--- src/rtl/code_step_ctrl.sv ---
// code_step_ctrl
//   Pushbutton front end for the inverse code decoder. Two raw buttons (up,
//   down) are synchronised, debounced and edge-detected; every press steps a
//   4-bit code register held in 0..MAX_CODE. Optional auto-repeat keeps
//   stepping while a button is held.
//
//   Build option: define CODE_STEP_WRAP_EN to make the code wrap around
//   (MAX_CODE+1 -> 0, 0-1 -> MAX_CODE) instead of saturating.
//
// Ports
//   clk        in   system clock
//   reset      in   synchronous, active-high reset
//   btn_up_i   in   raw up button (asynchronous, active-high)
//   btn_dn_i   in   raw down button (asynchronous, active-high)
//   code_o     out  current code, 0..MAX_CODE
//   code_chg_o out  one-cycle pulse in the cycle code_o takes a new value
//   at_min_o   out  code_o == 0
//   at_max_o   out  code_o == MAX_CODE
//
// Index 0 of every per-button vector/array is the up button, index 1 is down.
module code_step_ctrl #(
  parameter int DEB_CYCLES    = 16,
  parameter int REPEAT_CYCLES = 0,
  parameter int MAX_CODE      = 4,
  parameter int CNT_W         = 20
) (
  input  logic       clk,
  input  logic       reset,
  input  logic       btn_up_i,
  input  logic       btn_dn_i,
  output logic [3:0] code_o,
  output logic       code_chg_o,
  output logic       at_min_o,
  output logic       at_max_o
);

  // The stable level flips on the cycle the counter would reach DEB_CYCLES,
  // so the comparison is against DEB_CYCLES-1.
  localparam logic [CNT_W-1:0] DEB_LAST = CNT_W'(DEB_CYCLES - 1);
  localparam bit               RPT_EN   = (REPEAT_CYCLES > 0);
  localparam logic [CNT_W-1:0] RPT_LAST = CNT_W'((REPEAT_CYCLES > 0) ? REPEAT_CYCLES - 1 : 0);
  localparam logic [3:0]       MAX_VAL  = 4'(MAX_CODE);

  logic [1:0]       raw;
  logic [1:0]       sync1_q, sync1_d;
  logic [1:0]       sync2_q, sync2_d;
  logic [1:0]       stable_q, stable_d;
  logic [1:0]       stable_dly_q, stable_dly_d;
  logic [CNT_W-1:0] deb_cnt_q [2];
  logic [CNT_W-1:0] deb_cnt_d [2];
  logic [CNT_W-1:0] rpt_cnt_q [2];
  logic [CNT_W-1:0] rpt_cnt_d [2];
  logic [1:0]       press;
  logic [1:0]       step;
  logic [3:0]       code_q, code_d;
  logic             chg_q, chg_d;

  assign raw   = {btn_dn_i, btn_up_i};
  assign press = stable_q & ~stable_dly_q;

  // Synchroniser, debounce, edge detect and auto-repeat for both buttons.
  always_comb begin
    sync1_d      = raw;
    sync2_d      = sync1_q;
    stable_dly_d = stable_q;
    stable_d     = stable_q;
    step         = press;
    for (int i = 0; i < 2; i++) begin
      deb_cnt_d[i] = '0;
      rpt_cnt_d[i] = '0;
      if (sync2_q[i] != stable_q[i]) begin
        if (deb_cnt_q[i] == DEB_LAST) begin
          stable_d[i] = ~stable_q[i];
        end else begin
          deb_cnt_d[i] = deb_cnt_q[i] + CNT_W'(1);
        end
      end
      // Repeat counter runs only while held and not on the press cycle
      // itself, so repeats land REPEAT_CYCLES apart starting at the press.
      if (RPT_EN && stable_q[i] && !press[i]) begin
        if (rpt_cnt_q[i] == RPT_LAST) begin
          step[i] = 1'b1;
        end else begin
          rpt_cnt_d[i] = rpt_cnt_q[i] + CNT_W'(1);
        end
      end
    end
  end

  // Code register update. Simultaneous up and down steps cancel.
  always_comb begin
    code_d = code_q;
    chg_d  = 1'b0;
    if (step[0] && !step[1]) begin
      if (code_q < MAX_VAL) begin
        code_d = code_q + 4'd1;
        chg_d  = 1'b1;
      end
`ifdef CODE_STEP_WRAP_EN
      else begin
        code_d = 4'd0;
        chg_d  = 1'b1;
      end
`endif
    end else if (step[1] && !step[0]) begin
      if (code_q > 4'd0) begin
        code_d = code_q - 4'd1;
        chg_d  = 1'b1;
      end
`ifdef CODE_STEP_WRAP_EN
      else begin
        code_d = MAX_VAL;
        chg_d  = 1'b1;
      end
`endif
    end
  end

  always_ff @(posedge clk) begin
    if (reset) begin
      sync1_q      <= '0;
      sync2_q      <= '0;
      stable_q     <= '0;
      stable_dly_q <= '0;
      for (int i = 0; i < 2; i++) begin
        deb_cnt_q[i] <= '0;
        rpt_cnt_q[i] <= '0;
      end
      code_q <= '0;
      chg_q  <= 1'b0;
    end else begin
      sync1_q      <= sync1_d;
      sync2_q      <= sync2_d;
      stable_q     <= stable_d;
      stable_dly_q <= stable_dly_d;
      for (int i = 0; i < 2; i++) begin
        deb_cnt_q[i] <= deb_cnt_d[i];
        rpt_cnt_q[i] <= rpt_cnt_d[i];
      end
      code_q <= code_d;
      chg_q  <= chg_d;
    end
  end

  assign code_o     = code_q;
  assign code_chg_o = chg_q;
  assign at_min_o   = (code_q == 4'd0);
  assign at_max_o   = (code_q == MAX_VAL);

endmodule

--- config.mk ---
export PLATFORM = sky130hd
export DESIGN_NAME = code_step_ctrl
export DESIGN_NICKNAME = d
export VERILOG_FILES = /design/src/rtl/code_step_ctrl.sv
export SDC_FILE = /design/constraint.sdc
export NUM_CORES = 1
export LEC_CHECK = 0
export ABC_AREA = 1
export BUFFER_PORTS_ARGS = -buffer_cell sky130_fd_sc_hd__buf_4
export CAP_MARGIN = 30
export CORE_UTILIZATION = 50
export DETAILED_ROUTE_END_ITERATION = 10
export GPL_TIMING_DRIVEN = 0
export PLACE_DENSITY = 0.74
export SETUP_SLACK_MARGIN = 0.1
export SLEW_MARGIN = 30
export SYNTH_ARGS = -nofsm -noshare
export SYNTH_HDL_FRONTEND = slang
export SYNTH_SLANG_ARGS = --single-unit
--- constraint.sdc ---
create_clock -name clk -period 4.45 [get_ports clk]
set_input_delay 0.6675 -clock clk [delete_from_list [all_inputs] [get_ports clk]]
set_output_delay 0.6675 -clock clk [all_outputs]
set_load 0.01 [all_outputs]
## Yosys cells after proc, flatten, opt, wreduce, memory -nomap -nowiden

Memories as Yosys holds them, arrays and structs flattened.
Cells that the tools add are included.

- Bitwise operators: 6
- Order comparisons: 2
- Mux-type cells: 17
- Add/subtract/negate cells: 4
- Reductions and logical operators: 10
- Equal/unequal tests: 6

Operators by type and width:

| cell | number |
|---|---|
| 20-bit 2-to-1 mux | 6 |
| 20-bit by 1-bit adder with 20-bit output (second input constant) | 2 |
| 20-bit by 4-bit equality test with 1-bit output (second input constant) | 2 |
| 4-bit 2-to-1 mux | 4 |
| 1-bit 2-to-1 mux | 7 |
| 4-bit by 1-bit adder with 4-bit output (second input constant) | 1 |
| 4-bit by 3-bit equality test with 1-bit output (second input constant) | 1 |
| 4-bit by 1-bit > comparator with 1-bit output (second input constant) | 1 |
| 4-bit zero test | 1 |
| 4-bit by 3-bit < comparator with 1-bit output (second input constant) | 1 |
| 2-bit AND reduction | 2 |
| 2-bit nonzero test | 2 |
| 4-bit by 1-bit subtractor with 4-bit output (second input constant) | 1 |
| 3-bit AND reduction | 1 |
| 2-bit AND | 1 |
| 1-bit logical AND | 2 |
| 1-bit zero test | 2 |
| 1-bit inequality test | 2 |
| 2-bit by 1-bit inequality test with 1-bit output (second input constant) | 1 |
| 1-bit NOT | 2 |
| 2-bit NOT | 1 |
| 1-bit OR | 2 |

- Memories kept: 1
- Bits in registers: 13
- Input port bits: 4
- Logic and storage cells: 53
- Output and inout port bits: 7
- Memory bits (writable): 40

Memories:

| name | depth | bits a word | read ports | clocked after memory_dff | wr ports | RTL line | text |
|---|---|---|---|---|---|---|---|
| deb_cnt_q | 2 | 20 | 2 | 0 | 2 | 49 | `logic [CNT_W-1:0] deb_cnt_q [2];` |

## Longest topological paths before layout

- Depth in word-level cells: 6
- Depth in mapped cells: 13
- Mapped depth without buffers: 13

## Least setup slack after synthesis

OpenSTA, ideal clock, no wires.

- Path type: flip-flop to flip-flop
- From: register stable_q[1], in the netlist stable_dly_d[1]
- To: register code_q[3], in the netlist code_o[3]
- Required time: 4.380 ns
- Buffers on the path: 0
- Cell stages (with the launch flop): 13
- Arrival: 1.739 ns
- Clock period less this slack: 1.808 ns
- Slack: 2.642 ns
- Setup time: 0.070 ns
- Cell sequence: dfxtp_1 inv_1 nor2_1 inv_1 ha_1 inv_1 ha_1 or2_2 nand2_1 nand2_1 nand2_1 nand2_1 a21oi_1

- Longest elaborated chain between the ends: 5
- Elaborated cells on any way between the ends: 9
- Classes of those cells: 1 x eq/ne; 1 x mux; 1 x bitwise; 6 x reduce/logical

RTL lines:

| what | RTL line | text |
|---|---|---|
| from (decl) | 47 | `logic [1:0] stable_q, stable_d;` |
| from (signal assigned) | 134 | `stable_q <= stable_d;` |
| 2-bit AND * | 59 | `assign press = stable_q & ~stable_dly_q;` |
| 1-bit zero test | 94 | `if (step[0] && !step[1]) begin` |
| 1-bit logical AND | 94 |  |
| 2-bit by 1-bit inequality test with 1-bit output (no source line) / 2-bit nonzero test (equally long branches) | -- |  |
| 3-bit AND reduction (no source line) | -- |  |
| to (signal assigned) | 140 | `code_q <= code_d;` |
| to (decl) | 55 | `logic [3:0] code_q, code_d;` |

Every way passes the cells marked *; elsewhere a longest branch is shown, timed or not.
A chain may end at the register's enable or synchronous reset.

## Worst setup path in the final report

Same ends and word-level chain as after synthesis.

==> out/qor.yml <==
outcome:
  outcome: "completed"
floorplan:
  initial_core_util: 0.531
  die_y_um: 76.6
  num_io_pins: 11
  rows: 26
  core_sq_um: 5240
  fp.dieW_um: 76.6
  dieArea_sq_um: 5860
final_layout:
  area_growth_pct: 9.64
  nNetsFinal: 440
  antennaDiodeCount: 0
  final_util: 0.582
  stdcell_count: 500
  drive_gt1_frac: 0.109
  fillers: 498
clock_network:
  cts_buffers: 5
  clock-sinks: 53
  hold_buffers: 0
  cts_tree: "built"
  cts_buffer_depth: 2
  h-tree-depth: 2
  worst_skew_pair.late_latency_ns: 0.31
  post_cts_buffers: 0
  cts-root-buf: "clkbuf_8"
  clkSlewWorstSetupHoldPaths_ns: 0.10
  cts_resized: 0
pwr:
  irDropWorstVdd_uv: 218
  p_leak_nw: 1.03
  power_density_nw_per_um2: 271
min_path:
  hold_path.class: "flip-flop to flip-flop"
timing:
  rsz0062_at_grt: "no"
  period_needed_ns: 2.02
  relSlewSlack: 0.755
  finClkSkew_ns: 0.00852
  tightestPinTransition_ns: 0.367
  setup_viol: 0
  drv_slew: 0
  fin_setup_tns_ns: 0
  report.final.hold_viol_count: 0
  max_freq_mhz: 495
  fin_crit_sh: 0.454
detailed_routing:
  wl_met2_mm: 2.45
  route.vias.total: 2537
  topRoutingLayerUsed: "met4"
  wl_met1_mm: 2.70
  viasPerCell: 5.07
  drtIter0Drc: 201
  drt-pass1-iter-count: 7
  wl_met3_um: 272
  ant_nets: 0
  detail_route.wirelength_mm: 5.49
  wl_per_cell_um: 11.0
  route.detailed.drc: 0
setup_path:
  crit_chain: "inv_1, nor2_1, inv_1, ha_1, inv_1, ha_1, or2_2, nand2_1, nand2_1, nand2_1, nand2_1, a21oi_1"
  cp.required_ns: 4.70
  critical-path-slowest-cell: "dfxtp_1"
  critPathKind: "flip-flop to flip-flop"
  worstSetupStartpointType: "flip-flop"
  path_max_fanout: 6
  cp.arrival_ns: 2.27
  cp-end-kind: "flip-flop"
  slowest_delay_ns: 0.39
  path_common_cell: "nand2_1"
grt:
  grt_overflow_total: 0
  grt_usage: 0.209
  grt_pass1_vias: 2378
  grt_pass1_wl_mm: 10.1
  antenna_found_initial: 0
  grt_max_degree: 18
synthesis:
  synth_fp_nets: 424
  synth_most_common_cell: "nand2_1"
  syn_inst: 413
  synth-seq-cells: 53
  synth_seq_area_share: 0.382
  synth_commonest_cells: "nand2_1 (95), nor2_1 (90), dfxtp_1 (53)"
  yosys_warnings: 0
  syn_avg_cell_area_sq_um: 6.73
  netlist_area_sq_um: 2780
  synthTopCellsByArea: "dfxtp_1 (38%), nand2_1 (13%), nor2_1 (12%)"
  yosysTopAreaCell: "dfxtp_1"
  synth_edf_count: 0
  synth_flop_cell: "dfxtp_1"
  async_reset_ff_frac: 0
  synth_top_area_frac: 0.382
  synth_cell_types: 26
placed_design:
  place_congestion: 0.912
  dp_cells: 492
  portBuffers: 9
  hpwl_mm: 4.23
flow_run:
  max_cap_violations: 0
## per-stage QoR
step | cell area, sq um | hold WS, ns | total power [mW] | setup WS, ns
3_5_place_dp | 2930 | 0.396 | 0.502 | 2.47
2_1_floorplan | 2780 | 0.388 | 0.497 | 2.64
6_report | 3050 | 0.407 | 0.825 | 2.43
4_1_cts | 3050 | 0.411 | 0.833 | 2.43
3_3_place_gp | 2930 | 0.389 | 0.501 | 2.47
5_1_grt | 3050 | 0.439 | 0.853 | 2.23
## layout by cell type, fill, tap and decap left out, types with 2 or more instances in the layout
cell / n
nand2_1: 95
nor2_1: 90
dfxtp_1: 53
inv_1: 45
nand3_1: 28
a21oi_1: 24
buf_4: 13
xor2_1: 11
nor2_2: 10
o21ai_0: 8
nand4_1: 8
ha_1: 6
xnor2_1: 5
clkbuf_8: 5
nand2_2: 4
nand3_2: 3
nor3_1: 3
inv_2: 3
or2_2: 2
a21oi_2: 2
nand3b_1: 2
o21bai_1: 2
## registers in the layout, indices dropped and copies added, names as in the netlist
signal        cells
deb_cnt_q        40
code_chg_o        1
code_o            4
stable_dly_q      2
sync2_q           2
stable_dly_d      2
sync1_q           2
## area by class of cell
cell class              count  area (sq um)  share of cell area
multi-input cells         307          1500               0.491
flip-flops and latches     53          1060               0.348
inverters                  48           180              0.0591
well taps                  70          87.6              0.0287
clock buffers               5          68.8              0.0226
repair buffers              9          67.6              0.0222
clock inverters             3          43.8              0.0144
plain buffers               5          41.3              0.0136
## cells by family (layout without fill, tap and decap cells)
logic type | count (synthesis) | count (layout) | share of synthesized area
AND/OR/NAND/NOR | 248 | 248 | 0.385
flip-flops | 53 | 53 | 0.382
buffers and inverters | 53 | 70 | 0.0797
AO/OA/AOI/OAI | 36 | 36 | 0.0693
XOR/XNOR | 16 | 16 | 0.0504
adder cells (fa/ha/maj) | 7 | 7 | 0.0342
## critical path: cells and delay by family (launching register included)
family	cells	cell delay, ns
simple gates	6	0.66
fa+ha+maj	2	0.49
flops	1	0.39
buf+inv	3	0.31
compound gates	1	0.12
## path summary, 6_finish.rpt
path | startpoint | to | slack (ns) | depth (start not counted)
setup reg to reg | stable_dly_d[1] | code_o[3] | 2.43 | 12
hold / removal | sync1_q[0] | sync2_q[0] | 0.41 | 2
setup / recovery | stable_dly_d[1] | code_o[3] | 2.43 | 12
hold reg to reg | sync1_q[0] | sync2_q[0] | 0.41 | 2
## power breakdown
part,switching [mW],internal (mW),total (mW)
Sequential,0.00103,0.476,0.477
Clock,0.165,0.169,0.334
Combinational,0.00785,0.00525,0.0131
## metal layers
layer	vias to the layer above	GRT usage
li1	1325	-
met5	-	0
met3	6	0.0359
met2	70	0.338
met4	0	0.0635
met1	1136	0.283
Power figures use the tool's default switching activity.
